--- src/rtl/lcd_view_pkg.sv ---
`default_nettype none
// ============================================================================
//  Module      : lcd_view_pkg
//  Description : Shared state encoding, HD44780 command bytes and ASCII
//                helpers for the two-line LCD register viewer.
//  Revision    : 1.0
// ============================================================================
package lcd_view_pkg;

    typedef enum logic [3:0] {
        PWRUP     = 4'd0,
        INIT      = 4'd1,
        FETCH_A   = 4'd2,
        CAPT_A    = 4'd3,
        FETCH_B   = 4'd4,
        CAPT_B    = 4'd5,
        SEND      = 4'd6,
        WAIT_DONE = 4'd7,
        GAP       = 4'd8,
        REFRESH   = 4'd9
    } state_t;

    localparam logic [7:0] LCD_FUNCSET = 8'h38;
    localparam logic [7:0] LCD_DISPON  = 8'h0C;
    localparam logic [7:0] LCD_CLEAR   = 8'h01;
    localparam logic [7:0] LCD_ENTRY   = 8'h06;
    localparam logic [7:0] LCD_LINE1   = 8'h80;
    localparam logic [7:0] LCD_LINE2   = 8'hC0;

    function automatic logic [7:0] hex2ascii(input logic [3:0] nib);
        if (nib < 4'd10) return 8'h30 + {4'h0, nib};
        else             return 8'h37 + {4'h0, nib};
    endfunction

    // Only meaningful for 0..99; larger indices are never displayed as digits.
    function automatic logic [15:0] dec2ascii_2(input logic [6:0] idx);
        logic [6:0] tens;
        logic [6:0] units;
        tens  = idx / 7'd10;
        units = idx - tens * 7'd10;
        return {8'h30 + {1'b0, tens}, 8'h30 + {1'b0, units}};
    endfunction

endpackage
`default_nettype wire

--- src/rtl/lcd_line_fmt.sv ---
`default_nettype none
// ============================================================================
//  Module      : lcd_line_fmt
//  Description : Maps (index, data, valid, column) to the ASCII character of
//                a "Rnn:0x<hex>" line, padded with spaces to 16 columns.
//  Revision    : 1.0
// ============================================================================
module lcd_line_fmt
    import lcd_view_pkg::*;
#(
    parameter int DATA_W = 32,
    parameter int ADDR_W = 5
)(
    input  logic [ADDR_W-1:0] i_idx,
    input  logic [DATA_W-1:0] i_data,
    input  logic              i_valid,
    input  logic [3:0]        i_pos,
    output logic [7:0]        o_char
);

    localparam int C_NIBBLES = DATA_W / 4;

    logic [15:0] w_dec;
    logic [3:0]  w_digit;
    logic [3:0]  w_nib;

    assign w_dec   = dec2ascii_2(7'(i_idx));
    assign w_digit = i_pos - 4'd6;

    always_comb begin
        w_nib = 4'h0;
        for (int i = 0; i < C_NIBBLES; i++) begin
            if (w_digit == 4'(i)) w_nib = i_data[DATA_W-1-4*i -: 4];
        end
    end

    always_comb begin
        o_char = " ";
        case (i_pos)
            4'd0:    o_char = "R";
            4'd1:    o_char = i_valid ? w_dec[15:8] : "?";
            4'd2:    o_char = i_valid ? w_dec[7:0]  : "?";
            4'd3:    o_char = ":";
            4'd4:    o_char = "0";
            4'd5:    o_char = "x";
            default: begin
                if (i_pos >= 4'd6 && int'(i_pos) < 6 + C_NIBBLES)
                    o_char = i_valid ? hex2ascii(w_nib) : "-";
            end
        endcase
    end

endmodule
`default_nettype wire

--- src/rtl/lcd_reg_viewer.sv ---
`default_nettype none
// ============================================================================
//  Module      : lcd_reg_viewer
//  Description : Fetches two register-file entries and streams them to an
//                HD44780 LCD controller as two "Rnn:0x<hex>" lines, forever.
//  Revision    : 1.0
// ============================================================================
module lcd_reg_viewer
    import lcd_view_pkg::*;
#(
    parameter int NUM_REGS    = 32,
    parameter int DATA_W      = 32,
    parameter int POWERUP_CYC = 1048575,
    parameter int GAP_CYC     = 262142,
    parameter int REFRESH_CYC = 0,
    parameter int ADDR_W      = $clog2(NUM_REGS)
)(
    input  logic              iCLK,
    input  logic              iRST_N,
    input  logic [ADDR_W-1:0] iSEL_A,
    input  logic [ADDR_W-1:0] iSEL_B,
    input  logic              iHOLD,
    output logic [ADDR_W-1:0] oRF_ADDR,
    input  logic [DATA_W-1:0] iRF_DATA,
    output logic [7:0]        oLCD_DATA,
    output logic              oLCD_RS,
    output logic              oLCD_START,
    input  logic              iLCD_DONE,
    output logic              oFRAME_DONE
);

    localparam int C_MAX_PG  = (POWERUP_CYC > GAP_CYC) ? POWERUP_CYC : GAP_CYC;
    localparam int C_CNT_MAX = (C_MAX_PG > REFRESH_CYC) ? C_MAX_PG : REFRESH_CYC;
    localparam int C_CNT_W   = (C_CNT_MAX > 1) ? $clog2(C_CNT_MAX) : 1;

    localparam logic [C_CNT_W-1:0] C_PWR_LAST = C_CNT_W'((POWERUP_CYC > 0) ? POWERUP_CYC - 1 : 0);
    localparam logic [C_CNT_W-1:0] C_GAP_LAST = C_CNT_W'((GAP_CYC > 0) ? GAP_CYC - 1 : 0);
    localparam logic [C_CNT_W-1:0] C_REF_LAST = C_CNT_W'((REFRESH_CYC > 0) ? REFRESH_CYC - 1 : 0);
    localparam logic [ADDR_W:0]    C_NUM_REGS = (ADDR_W+1)'(NUM_REGS);

    // Byte pointer: 0..3 init commands, 4..37 the 34 frame bytes.
    localparam logic [5:0] C_PTR_INIT_LAST = 6'd3;
    localparam logic [5:0] C_PTR_LINE1     = 6'd4;
    localparam logic [5:0] C_PTR_LINE2     = 6'd21;
    localparam logic [5:0] C_PTR_LAST      = 6'd37;

    state_t              r_state, w_state_nxt;
    logic [C_CNT_W-1:0]  r_cnt, w_cnt_nxt;
    logic [5:0]          r_ptr, w_ptr_nxt;
    logic [ADDR_W-1:0]   r_sel_a, w_sel_a_nxt, r_sel_b, w_sel_b_nxt;
    logic [ADDR_W-1:0]   r_addr, w_addr_nxt;
    logic [DATA_W-1:0]   r_dat_a, w_dat_a_nxt, r_dat_b, w_dat_b_nxt;
    logic [7:0]          r_data, w_data_nxt;
    logic                r_rs, w_rs_nxt;
    logic                r_start, w_start_nxt;
    logic                r_frame_done, w_frame_done_nxt;
    logic                w_go_frame;

    logic [5:0]          w_fptr;
    logic                w_line2;
    logic [3:0]          w_pos;
    logic                w_valid_a, w_valid_b;
    logic [7:0]          w_fmt_char;
    logic [7:0]          w_byte;
    logic                w_byte_rs;

    assign w_valid_a = ({1'b0, r_sel_a} < C_NUM_REGS);
    assign w_valid_b = ({1'b0, r_sel_b} < C_NUM_REGS);

    assign w_fptr  = r_ptr - C_PTR_LINE1;
    assign w_line2 = (w_fptr >= 6'd17);
    assign w_pos   = w_line2 ? 4'(w_fptr - 6'd18) : 4'(w_fptr - 6'd1);

    lcd_line_fmt #(
        .DATA_W (DATA_W),
        .ADDR_W (ADDR_W)
    ) u_fmt (
        .i_idx   (w_line2 ? r_sel_b   : r_sel_a),
        .i_data  (w_line2 ? r_dat_b   : r_dat_a),
        .i_valid (w_line2 ? w_valid_b : w_valid_a),
        .i_pos   (w_pos),
        .o_char  (w_fmt_char)
    );

    always_comb begin
        w_byte    = w_fmt_char;
        w_byte_rs = 1'b1;
        case (r_ptr)
            6'd0:        begin w_byte = LCD_FUNCSET; w_byte_rs = 1'b0; end
            6'd1:        begin w_byte = LCD_DISPON;  w_byte_rs = 1'b0; end
            6'd2:        begin w_byte = LCD_CLEAR;   w_byte_rs = 1'b0; end
            6'd3:        begin w_byte = LCD_ENTRY;   w_byte_rs = 1'b0; end
            C_PTR_LINE1: begin w_byte = LCD_LINE1;   w_byte_rs = 1'b0; end
            C_PTR_LINE2: begin w_byte = LCD_LINE2;   w_byte_rs = 1'b0; end
            default:     ;
        endcase
    end

    always_comb begin
        w_state_nxt      = r_state;
        w_cnt_nxt        = r_cnt;
        w_ptr_nxt        = r_ptr;
        w_sel_a_nxt      = r_sel_a;
        w_sel_b_nxt      = r_sel_b;
        w_addr_nxt       = r_addr;
        w_dat_a_nxt      = r_dat_a;
        w_dat_b_nxt      = r_dat_b;
        w_data_nxt       = r_data;
        w_rs_nxt         = r_rs;
        w_start_nxt      = r_start;
        w_frame_done_nxt = 1'b0;
        w_go_frame       = 1'b0;

        case (r_state)
            PWRUP: begin
                if (r_cnt >= C_PWR_LAST) begin
                    w_cnt_nxt   = '0;
                    w_state_nxt = INIT;
                end else begin
                    w_cnt_nxt = r_cnt + C_CNT_W'(1);
                end
            end
            INIT: begin
                w_ptr_nxt   = 6'd0;
                w_state_nxt = SEND;
            end
            // The read address is registered on entry so the 1-cycle
            // registered RF returns data during the CAPT state.
            FETCH_A: w_state_nxt = CAPT_A;
            CAPT_A: begin
                if (w_valid_a) w_dat_a_nxt = iRF_DATA;
                w_sel_b_nxt = iSEL_B;
                w_addr_nxt  = iSEL_B;
                w_state_nxt = FETCH_B;
            end
            FETCH_B: w_state_nxt = CAPT_B;
            CAPT_B: begin
                if (w_valid_b) w_dat_b_nxt = iRF_DATA;
                w_state_nxt = SEND;
            end
            SEND: begin
                w_data_nxt  = w_byte;
                w_rs_nxt    = w_byte_rs;
                w_start_nxt = 1'b1;
                w_state_nxt = WAIT_DONE;
            end
            WAIT_DONE: begin
                if (iLCD_DONE) begin
                    w_start_nxt = 1'b0;
                    w_cnt_nxt   = '0;
                    w_state_nxt = GAP;
                end
            end
            GAP: begin
                if (r_cnt >= C_GAP_LAST) begin
                    w_cnt_nxt = '0;
                    if (r_ptr == C_PTR_LAST) begin
                        w_frame_done_nxt = 1'b1;
                        if (REFRESH_CYC > 0) w_state_nxt = REFRESH;
                        else                 w_go_frame  = 1'b1;
                    end else if (r_ptr == C_PTR_INIT_LAST) begin
                        w_go_frame = 1'b1;
                    end else begin
                        w_ptr_nxt   = r_ptr + 6'd1;
                        w_state_nxt = SEND;
                    end
                end else begin
                    w_cnt_nxt = r_cnt + C_CNT_W'(1);
                end
            end
            REFRESH: begin
                if (r_cnt >= C_REF_LAST) begin
                    w_cnt_nxt  = '0;
                    w_go_frame = 1'b1;
                end else begin
                    w_cnt_nxt = r_cnt + C_CNT_W'(1);
                end
            end
            default: w_state_nxt = PWRUP;
        endcase

        if (w_go_frame) begin
            w_ptr_nxt = C_PTR_LINE1;
            if (iHOLD) begin
                w_state_nxt = SEND;
            end else begin
                w_sel_a_nxt = iSEL_A;
                w_addr_nxt  = iSEL_A;
                w_state_nxt = FETCH_A;
            end
        end
    end

    always_ff @(posedge iCLK) begin
        if (!iRST_N) begin
            r_state      <= PWRUP;
            r_cnt        <= '0;
            r_ptr        <= '0;
            r_sel_a      <= '0;
            r_sel_b      <= '0;
            r_addr       <= '0;
            r_dat_a      <= '0;
            r_dat_b      <= '0;
            r_data       <= '0;
            r_rs         <= 1'b0;
            r_start      <= 1'b0;
            r_frame_done <= 1'b0;
        end else begin
            r_state      <= w_state_nxt;
            r_cnt        <= w_cnt_nxt;
            r_ptr        <= w_ptr_nxt;
            r_sel_a      <= w_sel_a_nxt;
            r_sel_b      <= w_sel_b_nxt;
            r_addr       <= w_addr_nxt;
            r_dat_a      <= w_dat_a_nxt;
            r_dat_b      <= w_dat_b_nxt;
            r_data       <= w_data_nxt;
            r_rs         <= w_rs_nxt;
            r_start      <= w_start_nxt;
            r_frame_done <= w_frame_done_nxt;
        end
    end

    assign oRF_ADDR    = r_addr;
    assign oLCD_DATA   = r_data;
    assign oLCD_RS     = r_rs;
    assign oLCD_START  = r_start;
    assign oFRAME_DONE = r_frame_done;

endmodule
`default_nettype wire

--- config.mk ---
export PLATFORM = sky130hd
export DESIGN_NAME = lcd_reg_viewer
export DESIGN_NICKNAME = d
export VERILOG_FILES = /design/src/rtl/lcd_view_pkg.sv /design/src/rtl/lcd_line_fmt.sv /design/src/rtl/lcd_reg_viewer.sv
export SDC_FILE = /design/constraint.sdc
export NUM_CORES = 1
export LEC_CHECK = 0
export CAP_MARGIN = 20
export CORE_MARGIN = 4
export CORE_UTILIZATION = 38
export CTS_CLUSTER_DIAMETER = 120
export CTS_CLUSTER_SIZE = 25
export DETAILED_ROUTE_END_ITERATION = 16
export PLACE_DENSITY = 0.61
export SYNTH_ARGS = -nofsm -noshare
export SYNTH_HDL_FRONTEND = slang
export SYNTH_SLANG_ARGS = --single-unit
--- constraint.sdc ---
create_clock -name iCLK -period 5.9 [get_ports iCLK]
set_clock_uncertainty 0.05 [all_clocks]
set_input_delay 1.18 -clock iCLK [delete_from_list [all_inputs] [get_ports iCLK]]
set_output_delay 1.18 -clock iCLK [all_outputs]
set_load 0.005 [all_outputs]
== Yosys cells after proc, flatten, opt, wreduce, memory -nomap -nowiden ==
Cells that the tools add are included.
Widths: inputs -> output; s select.

* Word-level logic and storage cells: 136
* Bits in registers: 120
* Bits of input ports: 46
* Output and inout port bits: 16

* Bitwise operators: 2
* $add $sub $neg: 11
* Equality and inequality tests: 37
* Order comparisons: 7
* Multiply operators: 1
* Reductions and logical operators: 19
* Div/mod/pow operators: 1
* Mux-type cells: 45

{| class="wikitable"
|+ Operators by type and width
! cell !! count
|-
| $pmux 8 s6 || 2
|-
| $mux 20 || 4
|-
| $pmux 20 s4 || 1
|-
| $mux 4 || 15
|-
| $eq 4x3->1 const B || 10
|-
| $pmux 4 s9 || 1
|-
| $mux 32 || 1
|-
| $eq 4x2->1 const B || 6
|-
| $add 20x1->20 const B || 1
|-
| $ge 20x1->1 const B || 1
|-
| $ge 20x18->1 const B || 1
|-
| $ge 20x20->1 const B || 1
|-
| $mux 5 || 4
|-
| $mux 6 || 3
|-
| $add 6x7->8 const A || 2
|-
| $mux 8 || 2
|-
| $ne 3x3->1 const B || 5
|-
| $add 6x4->7 const A || 2
|-
| $eq 4x1->1 const B || 3
|-
| $eq 6x2->1 const B || 2
|-
| $logic_not 4->1 || 3
|-
| $pmux 6 s2 || 1
|-
| $ne 2x2->1 const B || 5
|-
| $eq 4x4->1 const B || 2
|-
| other kinds (30) || 45
|}

== Longest topological paths before layout ==
Gate-level depths: netlist (run 1).

* Word-level depth: 18
* Mapped depth: 24
* Mapped depth without buffers: 20

== By module ==
From an unflattened synthesis (run 1), not the netlist that was laid out.

* Cell total of the unflattened synthesis: 860
* Area, all modules: 6761.5 um2

{| class="wikitable"
|+ Modules (own cells, without submodules)
! module !! area an instance (um2) !! cells each !! seq. area each (um2) !! times used
|-
| lcd_reg_viewer || 5659.2 || 696 || 2402.3 || 1
|-
| lcd_line_fmt || 1102.3 || 164 || 0.0 || 1
|}

== Worst setup path after synthesis (run 1) ==
Ideal clock, no wire load.

* Path kind: reg-to-reg
* Start point: register r_ptr[1]
* End point: register r_data[5] (netlist: oLCD_DATA[5])
* Setup slack: 1.251 ns
* Buffers on the path: 3
* Arrival: 4.530 ns
* Clock period less this slack: 4.649 ns
* Data required time: 5.780 ns
* Setup time: 0.070 ns
* Cell stages (with the launch flop): 24
* Cell sequence: dfxtp_1 clkbuf_1 inv_1 ha_1 nand2b_1 a21boi_1 o21a_4 buf_6 buf_2 mux2i_1 a221oi_1 nand2b_1 inv_1 ha_1 inv_1 a21oi_1 or3_1 nand4_1 ha_1 o211ai_1 o221ai_1 a21oi_1 o21ai_0 a21oi_1

* Longest elaborated chain between the ends: 18
* Elaborated cells on any way between the ends: 51
* Classes of those cells: add/sub: 9; mul: 1; div: 1; order compare: 4; eq/ne: 17; mux: 15; reduce/logical: 4

{| class="wikitable"
|+ RTL lines
! element !! line !! text
|-
| start, declared || lcd_reg_viewer.sv:49 || <nowiki>logic [5:0] r_ptr, w_ptr_nxt;</nowiki>
|-
| start signal, assigned || lcd_reg_viewer.sv:211 || <nowiki>r_ptr <= w_ptr_nxt;</nowiki>
|-
| branches (longest 17 deep; another with $add 6x7->8) || -- ||
|-
| $pmux 8 s6 * || lcd_reg_viewer.sv:88 || <nowiki>case (r_ptr)</nowiki>
|-
| end signal, assigned || lcd_reg_viewer.sv:217 || <nowiki>r_data <= w_data_nxt;</nowiki>
|-
| end, declared || lcd_reg_viewer.sv:53 || <nowiki>logic [7:0] r_data, w_data_nxt;</nowiki>
|}

Mark *: on every way between the ends.
A chain may end at the register's enable or synchronous reset.

== Worst setup path in the final report (run 1) ==
* Start point: register r_ptr[1]
* End point: register r_data[4] (netlist: oLCD_DATA[4])

Same word-level chain as after synthesis.

==> flow_summary.ini, run 1 <==
[cells_and_area]
drive_above_1_share = 0.07295
fill_cells = 1729
multi_input_comb_area_um2 = 4061
register_area_um2 = 2402
final_util = 0.4637
area_delta_synth_final_pct = 19.15
diodes = 0
final_nets = 947

[setup_path]
worst_ep_required_time_ns = 6.20
crit_path_cell_trace = inv_1 > ha_1 > nand2b_1 > a21boi_1 > o21a_4 > mux2i_2 > ha_1 > nor2_1 > and2_1 > a2111oi_4 > a211oi_1 > o31ai_1 > o21ai_1 > a211o_1 > a31oi_1
r2r_end = oLCD_DATA[4]
critPathKind = reg2reg
ff2ff_path_depth = 15
cp-end-kind = register
arrival_ns = 5.18
timing.critical_path.mode_cell = ha_1
startpoint_type = register
cp_slowest_cell = a21boi_1
rr_startpoint = r_ptr[1]
r2r_slack_ns = 1.02
cp_max_fo = 20
slowest_delay_ns = 0.55

[clocking]
cts_tree = yes
cts.sinks = 120
cts_hold_buf = 0
worstSkewPairLatency_ns = 0.43
clk_pin_slew_ns = 0.06
cts_resized = 0
htreeDepth = 4
cts_inserted_buffers = 17
cts_max_path_buffers = 2
post_cts_buffers = 0
cts-root-buf = clkbuf_16

[sta]
max_slew_margin = 0.3919
tightestPinTransition_ns = 0.9087
period_needed_ns = 4.881
fin_crit_sh = 0.8273
rsz0062_at_grt = no
hold_viol_final = 0
setup_viol = 0
finalMaxSlewViolations = 0
max_freq_ghz = 0.2049
finalSetupTns_ns = 0

[yosys]
synth-edff-count = 0
synth-simple-area-share = 0.2408
synth_top_family_by_area = simple AND/OR/NAND/NOR gates
synth-compound-area-share = 0.2219
synthDistinctLibCells = 69
synthAdderAreaFrac = 0.04075
ys_async_sr_fraction = 0
yosys.area_share.xor_xnor = 0.03760
synth_mux_area_frac = 0.05871
synth_flop_cell = dfxtp_1
yosysSeqAreaShare = 0.3556
netlist_instances = 844
ys_ff_latch = 120
synth_warnings = 0
syn_avg_cell_area_um2 = 8.004
synthesis.area_um2 = 6755
syn_nets = 912

[place]
hpwl_um = 12300
place.gp.congestion = 0.8874
port_buffers = 61

[power_and_ir_drop]
irDropWorstVdd_uv = 200.8
fin_total_pwr_w = 0.002593
powerDensity_nw_per_um2 = 322.1
p_leak_nw = 2.781

[floorplan]
ios = 62
die_w_um = 141.3
start_util = 0.3892
die_y_um = 141.3
die_area_um2 = 19970
core_um2 = 17360
rows = 48

[detailed_routing]
detail_route.first_pass.iterations = 7
wl_per_cell_um = 16.07
drc = 0
via_per_inst = 5.382
ant_nets = 0
num_vias = 6006
drt-total-wl_um = 17930
drtIter0Drc = 435

[run_status]
status = finished clean

[global_route]
antenna_found_initial = 0
grt_util_all_layers = 0.1836
grt_max_degree = 73
grt_pass1_wl_um = 29520
grt_pass1_vias = 5660
grt_overflow = 0

[worst_hold_path]
hp-class = reg2reg
whs_endpoint = r_dat_a[19]
hold_depth = 2
hp-start = r_dat_a[19]

[flow_run]
maxCapViolCount = 0
power by group:
group / internal, W / switching (W)
registers: 0.000861 / 0.0000606
logic: 0.000266 / 0.000407
clock network: 0.000591 / 0.000406
total: 0.00172 / 0.000874
worst max-delay path by stage:
stage	from	to	slack (ns)	cells past startpoint
floorplan	r_ptr[1]	oLCD_DATA[5]	1.25	23
global placement	r_ptr[2]	oLCD_DATA[4]	1.27	13
detailed placement	r_ptr[2]	oLCD_DATA[4]	1.09	13
CTS	r_ptr[2]	oLCD_DATA[4]	1.06	13
global route	r_ptr[2]	oLCD_DATA[4]	0.60	13
finish	r_ptr[1]	oLCD_DATA[4]	1.02	15
synth_stat cells (6+ instances only):
master | count | area, µm²
nand2_1 | 200 | 750.7
dfxtp_1 | 120 | 2402
a21boi_0 | 69 | 518.0
nor2_1 | 55 | 206.5
clkbuf_1 | 43 | 161.4
a21oi_1 | 31 | 155.2
o21ai_0 | 28 | 140.1
ha_1 | 22 | 275.3
mux2i_1 | 21 | 210.2
nand3_1 | 20 | 100.1
xor2_1 | 19 | 166.4
inv_1 | 16 | 60.06
o211ai_1 | 14 | 105.1
and3_1 | 13 | 81.33
nor3_1 | 12 | 60.06
xnor2_1 | 10 | 87.58
a31oi_1 | 9 | 56.30
nand2b_1 | 9 | 56.30
nor2b_1 | 9 | 56.30
a211oi_1 | 7 | 52.55
buf_2 | 7 | 35.03
nand4_1 | 7 | 43.79
and2_1 | 6 | 37.54
o31ai_1 | 6 | 45.04
cells in the final DEF (no fill, tap or decap), types with 9 or more instances in the layout:
| master | n |
|---|---|
| a31oi_1 | 9 |
| nand2b_1 | 9 |
| o21ai_0 | 28 |
| clkdlybuf4s50_1 | 60 |
| xnor2_1 | 10 |
| clkbuf_16 | 17 |
| nor3_1 | 12 |
| dfxtp_1 | 120 |
| ha_1 | 22 |
| and3_1 | 13 |
| mux2i_1 | 21 |
| a21oi_1 | 31 |
| nor2b_1 | 9 |
| o211ai_1 | 14 |
| a21boi_0 | 69 |
| nand3_1 | 20 |
| buf_4 | 10 |
| nand2_1 | 200 |
| nor2_1 | 55 |
| inv_1 | 16 |
| xor2_1 | 19 |
critical path, delay by kind of cell (launching register included):
kind,cells,cell delay [ns]
compound gates,8,2.47
fa+ha+maj,2,0.78
buf+inv,1,0.15
flops,1,0.33
mux,1,0.48
simple gates,3,0.53
per-stage QoR:
stage,hold WS (ns),cells,area (µm²),worst slack (ns)
6_report,0.4111,1116,8049,1.019
5_1_grt,0.4317,1116,8049,0.6050
4_1_cts,0.4148,1116,8049,1.062
3_5_place_dp,0.4064,1085,7486,1.089
3_3_place_gp,0.4010,1085,7486,1.271
2_1_floorplan,0.3888,844,6755,1.251
cells by family (layout without fill, tap and decap cells):
kind of cell	count (synthesis)	after routing
xor gates and xnor gates	29	29
AOI/OAI and AO/OA	209	209
buffers and inverters	71	118
muxes	32	32
DFF	120	120
adders and majority gates	22	22
and+or+nand+nor	361	361
area by class of cell:
cell class / count / area share
tap: 225 / 0.03498
multi-input combinational: 653 / 0.5046
clock inverter: 13 / 0.01539
timing repair buffer: 71 / 0.08456
inverter: 16 / 0.007462
clock buffer: 18 / 0.05456
sequential: 120 / 0.2985
state kept, by name, summed over array words and instances (netlist names), 4 cells and up:
| name | flops |
|---|---|
| oLCD_DATA | 8 |
| oRF_ADDR | 5 |
| r_cnt | 20 |
| r_dat_a | 32 |
| r_dat_b | 32 |
| r_ptr | 6 |
| r_sel_a | 5 |
| r_sel_b | 5 |
| r_state | 4 |
layer usage:
metal | up-vias | GRT usage | share of wire
met1 | 2827 | 0.2528 | 0.48
met5 | - | 0 | 0
met4 | 0 | 0.04997 | 0.0074
met2 | 136 | 0.2894 | 0.46
li1 | 3033 | - | -
met3 | 10 | 0.04280 | 0.050
Note: power is estimated with default switching activity, not from simulation.
==> run 2: changes to the inputs <==
- clock period: 5.9 -> 4.6 ns (I/O delays scaled with it)
==> run 2 against run 1 <==
  * Non-clock buffer count is 8 higher
  * Register-to-register slack worse by 0.73 ns
  * Final cell count is 0.81% higher
  * Largest cell class unchanged
  * Cell area is 1.4% higher
  * Clock power is 27% higher
  * Routed wire length is 3.9% higher
  * Via count is 0.72% higher
  * Hold slack better by 0.0015 ns
  * Die area stayed put
  * Sequential share of layout area is 0.39 points lower
  * Largest power group unchanged
==> flow_summary.ini, run 2 (synthesis gave the netlist of run 1 again) <==
[flow_run]
maxCapViolCount = 0

[detailed_routing]
ant_nets = 0
drt-total-wl_um = 18640
drtIter0Drc = 503
detail_route.first_pass.iterations = 6
num_vias = 6049
via_per_inst = 5.377
drc = 0
wl_per_cell_um = 16.56

[worst_hold_path]
hold_depth = 2
hp-class = reg2reg

[setup_path]
crit_path_cell_trace = or4_4 > and2_1 > o21ai_4 > mux2_2 > a221oi_1 > nand2b_1 > inv_1 > ha_1 > inv_1 > a21oi_1 > or3_1 > nand4_1 > ha_1 > o211ai_1 > o221ai_1 > a21oi_1 > o21ai_0 > a21oi_1
critPathKind = reg2reg
path_buf_inv = 2
cp-end-kind = register
cp_max_fo = 11
slowest_delay_ns = 0.55
timing.critical_path.mode_cell = a21oi_1
worst_ep_required_time_ns = 4.90
cp_slowest_cell = or4_4
path_delay_family = simple AND/OR/NAND/NOR gates
arrival_ns = 4.62
ff2ff_path_depth = 18
startpoint_type = register
crit_cells = 18

[floorplan]
die_w_um = 141.3
die_y_um = 141.3
start_util = 0.3892
core_um2 = 17360
die_area_um2 = 19970
ios = 62
rows = 48

[power_and_ir_drop]
p_leak_nw = 2.838
power_frac_seq = 0.349
powerDensity_nw_per_um2 = 413.6
pwr-share-clk = 0.376
combPwrFrac = 0.275
fin_total_pwr_w = 0.003376
irDropWorstVdd_uv = 290.9
p_sw_w = 0.001163
internal_power_w = 0.002213
switching_share = 0.3446

[place]
port_buffers = 61
place.gp.congestion = 0.9387
hpwl_um = 13000

[cells_and_area]
multi_input_comb_area_um2 = 4103
register_area_um2 = 2405
fill_cells = 1730
drive_above_1_share = 0.09000
reg_top3 = r_dat_a: 32 flops, r_dat_b: 32 flops, r_cnt: 20 flops
area_delta_synth_final_pct = 20.84
final_common_cell = nand2_1
final_nets = 955
diodes = 0
final_cell_mix = nand2_1, dfxtp_1, a21boi_0, clkdlybuf4s50_1, nor2_1

[clocking]
cts_tree = yes
cts.sinks = 120
htreeDepth = 4
post_cts_buffers = 0
cts_inserted_buffers = 17
cts_max_path_buffers = 2
clk_pin_slew_ns = 0.06
cts-root-buf = clkbuf_16
cts_hold_buf = 0
worstSkewPairLatency_ns = 0.43

[global_route]
grt_overflow = 0
grt_util_all_layers = 0.1906
grt_max_degree = 75
grt_pass1_vias = 5904
antenna_found_initial = 0
grt_pass1_wl_um = 30650

[sta]
hold_viol_final = 0
fin_crit_sh = 0.9379
rsz0062_at_grt = no
finalSetupTns_ns = 0
tightestPinTransition_ns = 0.9883
max_freq_ghz = 0.2318
finalMaxSlewViolations = 0
period_needed_ns = 4.314
setup_viol = 0
max_slew_margin = 0.3387

[run_status]
status = finished clean
-- run 2: metrics by stage --
step | hold slack [ns] | util | worst slack [ns] | cells | instance area, µm²
after global placement | 0.4001 | 0.4357 | 0.3777 | 1093 | 7562
after CTS | 0.4161 | 0.4680 | 0.1797 | 1125 | 8123
after global routing | 0.4350 | 0.4703 | 0.002588 | 1125 | 8163
final | 0.4126 | 0.4703 | 0.2858 | 1125 | 8163
after floorplan | 0.3888 | - | 0.09819 | 844 | 6759
after detailed placement | 0.4073 | 0.4357 | 0.2423 | 1093 | 7562
-- run 2: per-layer routing --
| metal | share of wire | vias up | GRT usage |
|---|---|---|---|
| met5 | 0 | - | 0 |
| met4 | 0.010 | 0 | 0.05252 |
| met3 | 0.049 | 17 | 0.04550 |
| met2 | 0.48 | 124 | 0.3095 |
| met1 | 0.46 | 2858 | 0.2541 |
| li1 | - | 3050 | - |
-- run 2: worst min-delay path, stage by stage (launching register included) --
cell      delay (ns)
dfxtp_1         0.31
nand2_1         0.04
a21boi_0        0.06
-- run 2: power groups by stage --
stage	registers [W]	clock network, W	logic (W)
finish	0.00118	0.00127	0.000929
floorplan	0.00116	0	0.000666
detailed placement	0.00120	0	0.000903
CTS	0.00118	0.00130	0.000911
global route	0.00119	0.00134	0.00103
global placement	0.00120	0	0.000897
-- run 2: repair_timing --
item	4_1_cts	5_1_grt
setup endpoints to repair	0	3
endpoints found under the hold margin	0	0
resized for setup	0	8
-- run 2: path summary, 6_finish.rpt --
path / to / slack [ns] / from
worst min register to register: r_dat_b[19] / 0.41 / r_dat_b[19]
worst min-delay path: r_dat_b[19] / 0.41 / r_dat_b[19]
worst max register to register: oLCD_DATA[5] / 0.29 / r_ptr[4]
worst max-delay path: oLCD_DATA[5] / 0.29 / r_ptr[4]
-- run 2: final cells by class --
cell class	count	area share
Tap cell	225	0.03449
Clock buffer	19	0.05549
Sequential cell	120	0.2946
Timing Repair Buffer	79	0.09227
Clock inverter	13	0.01318
Inverter	16	0.007357
Multi-Input combinational cell	653	0.5026
